$ cat src/rtl/fog_cfg_pkg.sv
// Shared types and constants for the FOG parameter command receiver:
// FSM states, register addresses, reset defaults and the register-write helper.
package fog_cfg_pkg;

  typedef enum logic [2:0] {
    S_HDR0,
    S_HDR1,
    S_ADDR,
    S_DATA,
    S_CHK,
    S_COMMIT
  } state_e;

  localparam logic [7:0] ADDR_FREQ    = 8'h00;
  localparam logic [7:0] ADDR_AMP_H   = 8'h01;
  localparam logic [7:0] ADDR_AMP_L   = 8'h02;
  localparam logic [7:0] ADDR_POL     = 8'h03;
  localparam logic [7:0] ADDR_WAIT    = 8'h04;
  localparam logic [7:0] ADDR_ERR_OFS = 8'h05;
  localparam logic [7:0] ADDR_AVG     = 8'h06;

  localparam logic [31:0] DEF_FREQ_CNT   = 32'd1000;
  localparam logic [31:0] DEF_AMP_H      = 32'd5000;
  localparam logic [31:0] DEF_AMP_L      = 32'd5000;
  localparam logic        DEF_POLARITY   = 1'b0;
  localparam logic [31:0] DEF_WAIT_CNT   = 32'd50;
  localparam logic [31:0] DEF_ERR_OFFSET = 32'd0;
  localparam logic [31:0] DEF_AVG_SEL    = 32'd10;

  localparam logic [31:0] AVG_SEL_MAX_DEF = 32'd14;

  typedef struct packed {
    logic [31:0] freq_cnt;
    logic [31:0] amp_h;
    logic [31:0] amp_l;
    logic        polarity;
    logic [31:0] wait_cnt;
    logic [31:0] err_offset;
    logic [31:0] avg_sel;
  } cfg_t;

  localparam cfg_t CFG_RESET = '{
    freq_cnt:   DEF_FREQ_CNT,
    amp_h:      DEF_AMP_H,
    amp_l:      DEF_AMP_L,
    polarity:   DEF_POLARITY,
    wait_cnt:   DEF_WAIT_CNT,
    err_offset: DEF_ERR_OFFSET,
    avg_sel:    DEF_AVG_SEL
  };

  // Applies one committed command to the parameter set; unmapped addresses leave it unchanged.
  function automatic cfg_t cfg_write(input cfg_t cur, input logic [7:0] addr,
                                     input logic [31:0] data, input logic [31:0] avg_max);
    cfg_t nxt;
    nxt = cur;
    case (addr)
      ADDR_FREQ:    nxt.freq_cnt   = data;
      ADDR_AMP_H:   nxt.amp_h      = data;
      ADDR_AMP_L:   nxt.amp_l      = data;
      ADDR_POL:     nxt.polarity   = data[0];
      ADDR_WAIT:    nxt.wait_cnt   = data;
      ADDR_ERR_OFS: nxt.err_offset = data;
      ADDR_AVG:     nxt.avg_sel    = (data > avg_max) ? avg_max : data;
      default:      ;
    endcase
    return nxt;
  endfunction

endpackage

$ cat src/rtl/fog_param_cmd_rx.sv
// Parses 8-byte UART command frames (AB BA ADDR D3..D0 CHK) and drives the
// FOG core loop parameters, with ack pulse, error pulse and saturating error count.
module fog_param_cmd_rx
  import fog_cfg_pkg::*;
#(
  parameter int unsigned TIMEOUT_CYC = 100000,
  parameter logic [31:0] AVG_SEL_MAX = AVG_SEL_MAX_DEF,
  parameter logic [7:0]  HDR0        = 8'hAB,
  parameter logic [7:0]  HDR1        = 8'hBA
) (
  input  logic        pll_clk_cpu_int,
  input  logic        RST_EXT_N,
  input  logic [7:0]  i_rx_data,
  input  logic        i_rx_valid,
  output logic [31:0] o_freq_cnt,
  output logic [31:0] o_amp_H,
  output logic [31:0] o_amp_L,
  output logic        o_polarity,
  output logic [31:0] o_wait_cnt,
  output logic [31:0] o_err_offset,
  output logic [31:0] o_avg_sel,
  output logic        o_cfg_update,
  output logic [7:0]  o_cmd_addr,
  output logic        o_err_pulse,
  output logic [7:0]  o_err_cnt
);

  localparam int unsigned       IDLE_W    = $clog2(TIMEOUT_CYC + 1);
  localparam logic [IDLE_W-1:0] IDLE_LAST = IDLE_W'(TIMEOUT_CYC - 1);

  state_e            state_q, state_d;
  logic [1:0]        idx_q, idx_d;
  logic [7:0]        addr_q, addr_d;
  logic [31:0]       data_q, data_d;
  logic [IDLE_W-1:0] idle_q, idle_d;
  cfg_t              cfg_q, cfg_d;
  logic              cfg_update_q, cfg_update_d;
  logic [7:0]        cmd_addr_q, cmd_addr_d;
  logic              err_pulse_q, err_pulse_d;
  logic [7:0]        err_cnt_q, err_cnt_d;

  logic       err_event;
  logic       is_hdr0;
  logic [7:0] chk_exp;

  assign is_hdr0 = i_rx_valid && (i_rx_data == HDR0);
  assign chk_exp = addr_q ^ data_q[31:24] ^ data_q[23:16] ^ data_q[15:8] ^ data_q[7:0];

  always_comb begin
    // NOTE: every variable gets a default first so no path leaves it unassigned (no latch).
    state_d      = state_q;
    idx_d        = idx_q;
    addr_d       = addr_q;
    data_d       = data_q;
    cfg_d        = cfg_q;
    cfg_update_d = 1'b0;
    cmd_addr_d   = cmd_addr_q;
    err_pulse_d  = 1'b0;
    err_cnt_d    = err_cnt_q;
    err_event    = 1'b0;

    if ((state_q == S_HDR0) || (state_q == S_COMMIT) || i_rx_valid) begin
      idle_d = '0;
    end else begin
      idle_d = idle_q + IDLE_W'(1);
    end

    unique case (state_q)
      S_HDR0: begin
        if (is_hdr0) state_d = S_HDR1;
      end
      S_HDR1: begin
        if (i_rx_valid) begin
          if (i_rx_data == HDR1)      state_d = S_ADDR;
          else if (i_rx_data != HDR0) state_d = S_HDR0;
        end
      end
      S_ADDR: begin
        if (i_rx_valid) begin
          addr_d  = i_rx_data;
          idx_d   = 2'd0;
          state_d = S_DATA;
        end
      end
      S_DATA: begin
        if (i_rx_valid) begin
          data_d = {data_q[23:0], i_rx_data};
          idx_d  = idx_q + 2'd1;
          if (idx_q == 2'd3) state_d = S_CHK;
        end
      end
      S_CHK: begin
        if (i_rx_valid) begin
          if ((i_rx_data == chk_exp) && (addr_q <= ADDR_AVG)) begin
            state_d = S_COMMIT;
          end else begin
            err_event = 1'b1;
            state_d   = S_HDR0;
          end
        end
      end
      S_COMMIT: begin
        cfg_d        = cfg_write(cfg_q, addr_q, data_q, AVG_SEL_MAX);
        cfg_update_d = 1'b1;
        cmd_addr_d   = addr_q;
        // A byte landing in the commit cycle may already start the next frame.
        state_d      = is_hdr0 ? S_HDR1 : S_HDR0;
      end
      default: state_d = S_HDR0;
    endcase

    // Abort on the TIMEOUT_CYC-th consecutive idle cycle; a byte in that cycle wins.
    if ((state_q != S_HDR0) && (state_q != S_COMMIT) && !i_rx_valid && (idle_q == IDLE_LAST)) begin
      err_event = 1'b1;
      state_d   = S_HDR0;
      idle_d    = '0;
    end

    if (err_event) begin
      err_pulse_d = 1'b1;
      if (err_cnt_q != 8'hFF) err_cnt_d = err_cnt_q + 8'd1;
    end
  end

  // NOTE: sequential state uses non-blocking assignments so all flops update together.
  always_ff @(posedge pll_clk_cpu_int or negedge RST_EXT_N) begin
    if (!RST_EXT_N) begin
      state_q      <= S_HDR0;
      idx_q        <= 2'd0;
      addr_q       <= 8'd0;
      data_q       <= 32'd0;
      idle_q       <= '0;
      cfg_q        <= CFG_RESET;
      cfg_update_q <= 1'b0;
      cmd_addr_q   <= 8'd0;
      err_pulse_q  <= 1'b0;
      err_cnt_q    <= 8'd0;
    end else begin
      state_q      <= state_d;
      idx_q        <= idx_d;
      addr_q       <= addr_d;
      data_q       <= data_d;
      idle_q       <= idle_d;
      cfg_q        <= cfg_d;
      cfg_update_q <= cfg_update_d;
      cmd_addr_q   <= cmd_addr_d;
      err_pulse_q  <= err_pulse_d;
      err_cnt_q    <= err_cnt_d;
    end
  end

  assign o_freq_cnt   = cfg_q.freq_cnt;
  assign o_amp_H      = cfg_q.amp_h;
  assign o_amp_L      = cfg_q.amp_l;
  assign o_polarity   = cfg_q.polarity;
  assign o_wait_cnt   = cfg_q.wait_cnt;
  assign o_err_offset = cfg_q.err_offset;
  assign o_avg_sel    = cfg_q.avg_sel;
  assign o_cfg_update = cfg_update_q;
  assign o_cmd_addr   = cmd_addr_q;
  assign o_err_pulse  = err_pulse_q;
  assign o_err_cnt    = err_cnt_q;

endmodule

$ cat config.mk
export PLATFORM = sky130hd
export DESIGN_NAME = fog_param_cmd_rx
export DESIGN_NICKNAME = d
export VERILOG_FILES = /design/src/rtl/fog_cfg_pkg.sv /design/src/rtl/fog_param_cmd_rx.sv
export SDC_FILE = /design/constraint.sdc
export NUM_CORES = 1
export LEC_CHECK = 0
export CAP_MARGIN = 20
export CELL_PAD_IN_SITES_DETAIL_PLACEMENT = 1
export CELL_PAD_IN_SITES_GLOBAL_PLACEMENT = 2
export CORE_MARGIN = 3
export CORE_UTILIZATION = 35
export DETAILED_ROUTE_END_ITERATION = 10
export HOLD_SLACK_MARGIN = 0.05
export PLACE_DENSITY_LB_ADDON = 0.1
export SLEW_MARGIN = 20
export SYNTH_ARGS = -nofsm -noshare
export SYNTH_HDL_FRONTEND = slang
export SYNTH_SLANG_ARGS = --single-unit
$ cat constraint.sdc
create_clock -name pll_clk_cpu_int -period 2.67 [get_ports pll_clk_cpu_int]
set_input_delay 0.534 -clock pll_clk_cpu_int [delete_from_list [all_inputs] [get_ports pll_clk_cpu_int]]
set_output_delay 0.534 -clock pll_clk_cpu_int [all_outputs]
set_load 0.05 [all_outputs]
==> results.json <==
{
  "max_slew.worst_pin.slew_ps": 615,
  "fin_setup_tns_ps": 0,
  "end_kind": "flop",
  "syn_area_per_cell_um2": 13.8,
  "crit_family": "simple AND/OR/NAND/NOR gates",
  "dr.first_iter.drc_count": 162,
  "dp.cells": 1440,
  "overflow": 0,
  "status": "finished, final reports clean",
  "wirelength_um": 31300,
  "preCtsSetupSlack_ps": -344,
  "core.rowCount": 65,
  "cts_buffers": 34,
  "min_period_ps": 2510,
  "num_antenna_cells": 0,
  "cts_root_buf": "clkbuf_16",
  "antenna_found_initial": 1,
  "fin_ws_ps": 158,
  "synth_warnings": 0,
  "io_pins": 222,
  "wl_per_cell_um": 20.8,
  "drive_gt1_share_pct": 32.1,
  "use_met2_pct": 30.4,
  "p_leak_nw": 7.31,
  "postCtsSetupRepairBufs": 0,
  "synth-edff-count": 0,
  "max-slew-margin-rel_pct": 59.0,
  "power.density_mw_per_mm2": 617,
  "grt_use_total_pct": 18.5,
  "cp.required_ps": 3040,
  "routabilityCongestion": 0.755,
  "max_freq_ghz": 0.398,
  "rsz0062_at_grt": "false",
  "crit_slowest_cell": "or4_4",
  "dr_total_vias": 7360,
  "die_area_mm2": 0.0343,
  "seqCellArea_mm2": 0.00686,
  "syn_inst": 817,
  "arrival_ps": 2890,
  "gr-usage-met1_pct": 24.2,
  "ys_ff_latch": 273,
  "clock_latency_ps": 500,
  "final-setup-viol-count": 0,
  "nNetsFinal": 1089,
  "die_w_um": 185,
  "io_buffers": 221,
  "busiest_layer": "met2",
  "dr.pass1.iters": 4,
  "synth_ff_type": "dfrtp_1",
  "ys_seq_area_share_pct": 61.0,
  "start_kind": "flop",
  "grt_start_max_net_pins": 69,
  "multi_input_area_mm2": 0.00410,
  "period_share_pct": 94.1,
  "met3_usage_pct": 5.68,
  "fill_cells": 3168,
  "areaGrowthSynthToFinish_pct": 37.1,
  "dieHeight_um": 185,
  "synth_cell_types": 56,
  "ant_nets": 0,
  "final_cell_mix": "252 x dfrtp_1, 220 x clkdlybuf4s50_1, 199 x mux2_2",
  "syn_area_mm2": 0.0112,
  "synth_top_cell_area_share_pct": 56.1,
  "hold_class": "reg -> reg",
  "critPathMaxStageDelay_ps": 610,
  "peakVddDrop_mv": 0.669,
  "layout.cells.non_filler": 1502,
  "synthTopCellsByArea": "dfrtp_1 56%, mux2_2 20%, dfstp_2 4.9%",
  "finalHoldViolCount": 0,
  "async_flop_share_pct": 100,
  "cts.sink_count": 273,
  "cp_num_buf_inv": 0,
  "cp_max_fo": 5,
  "cts_max_path_buffers": 3,
  "via_per_inst": 4.90,
  "hpwl_um": 21500,
  "yosys.area.top_type": "dfrtp_1",
  "grt_pass1_wl_um": 48900,
  "grt_pass1_vias": 8048,
  "drc": 0,
  "synth_nets": 831,
  "critPathKind": "reg -> reg",
  "tritoncts": "yes",
  "whs_ps": 470,
  "htree_levels": 2,
  "final_common_cell": "dfrtp_1",
  "maxSlewViolCount": 0,
  "max_cap_viol_count": 0,
  "clock_skew_ps": 12.9,
  "coreArea_mm2": 0.0316,
  "path_common_cell": "or4_4",
  "clkTransAtPathRegs_ps": 50,
  "crit_chain": "or4_4 -> nor2_4 -> nand3_1 -> or4_4 -> a41o_4 -> mux2_4",
  "initial_utilization_pct": 35.5
}
[cell usage after synthesis (all sizes together) (2+ instances only)]
library cell	instances
o21bai	3
nor3b	2
o21ai	7
xnor3	7
inv	8
mux2	202
a21oi	9
xor2	19
and4	5
buf	27
nor4	7
nor2	28
dfstp	21
clkbuf	36
or4	3
nor4b	3
nand2	47
nand4	11
nand3	18
nor3	10
xnor2	25
nor2b	29
or3	3
and2	2
ha	3
a311oi	2
o22a	3
nand2b	3
dfrtp	252
nand4b	2
and3	5
[registers in the layout, indices dropped and copies added (netlist names), 3 cells and up]
register	flops
data_q	32
o_amp_H	32
o_amp_L	32
o_avg_sel	32
o_err_offset	32
o_freq_cnt	32
o_wait_cnt	32
idle_q	17
addr_q	8
o_cmd_addr	8
o_err_cnt	8
state_q	3
[kinds of logic after synthesis]
group	count (synthesis)	synth area share, %
buffers and inverters	72	2.68
AND/OR/NAND/NOR	179	8.49
AO/OA/AOI/OAI	36	2.33
multiplexers	203	20.4
adder cells (fa/ha/maj)	3	0.334
flip-flops	273	61.0
XOR/XNOR	51	4.83
[worst min-delay path, delay by kind of cell (launching register included)]
kind	cells	cell delay, ps
simple gates	2	100
flops	1	340
[worst paths after layout]
kind / start / end / slack (ps) / cells after the start
max: addr_q[4]$_DFFE_PN0P_ / o_err_cnt[1]$_DFFE_PN0P_ / 160 / 6
min: o_cmd_addr[2]$_DFFE_PN0P_ / o_cmd_addr[2]$_DFFE_PN0P_ / 470 / 2
max reg2reg: addr_q[4]$_DFFE_PN0P_ / o_err_cnt[1]$_DFFE_PN0P_ / 160 / 6
min in group asynchronous: RST_EXT_N / idle_q[3]$_DFF_PN0_ / 580 / 2
min reg2reg: o_cmd_addr[2]$_DFFE_PN0P_ / o_cmd_addr[2]$_DFFE_PN0P_ / 470 / 2
max in group asynchronous: RST_EXT_N / o_amp_H[12]$_DFFE_PN1P_ / 1280 / 3
[metal layers]
metal / share of wire (%) / wire, um
met1: 44 / 13900
met2: 48 / 15000
met3: 6.3 / 1960
met4: 1.3 / 418
met5: 0.042 / 13
[per-stage QoR]
stage          utilization (%)  power, W  area, um2
6_report                  48.7   0.00950      15400
5_1_grt                   48.7   0.00997      15400
4_1_cts                   48.7   0.00969      15400
3_5_place_dp              45.1   0.00504      14300
3_3_place_gp              45.1   0.00502      14300
2_1_floorplan                -   0.00469      11200
[layout make-up]
type	count	share of cell area (%)
sequential	273	44.5
inverter	9	0.219
clock inverter	11	0.706
clock buffer	50	6.57
timing repair buffer	285	18.2
tap	402	3.26
multi-input combinational	472	26.6
[where the power goes]
| part | internal (W) | switching (W) | total, W | leakage, nW |
|---|---|---|---|---|
| Sequential | 0.00420 | 0.0000566 | 0.00425 | 3.73 |
| Combinational | 0.000302 | 0.000399 | 0.000701 | 3.02 |
| Clock | 0.00282 | 0.00173 | 0.00455 | 0.561 |
[repair_timing]
action / 4_1_cts / 5_1_grt
gates resized for setup: 0 / 1
endpoints found under the setup margin: 0 / 1
hold endpoints to repair: 55 / 0
hold buffers: 1 / 0
Note: power is estimated with default switching activity, not from simulation.
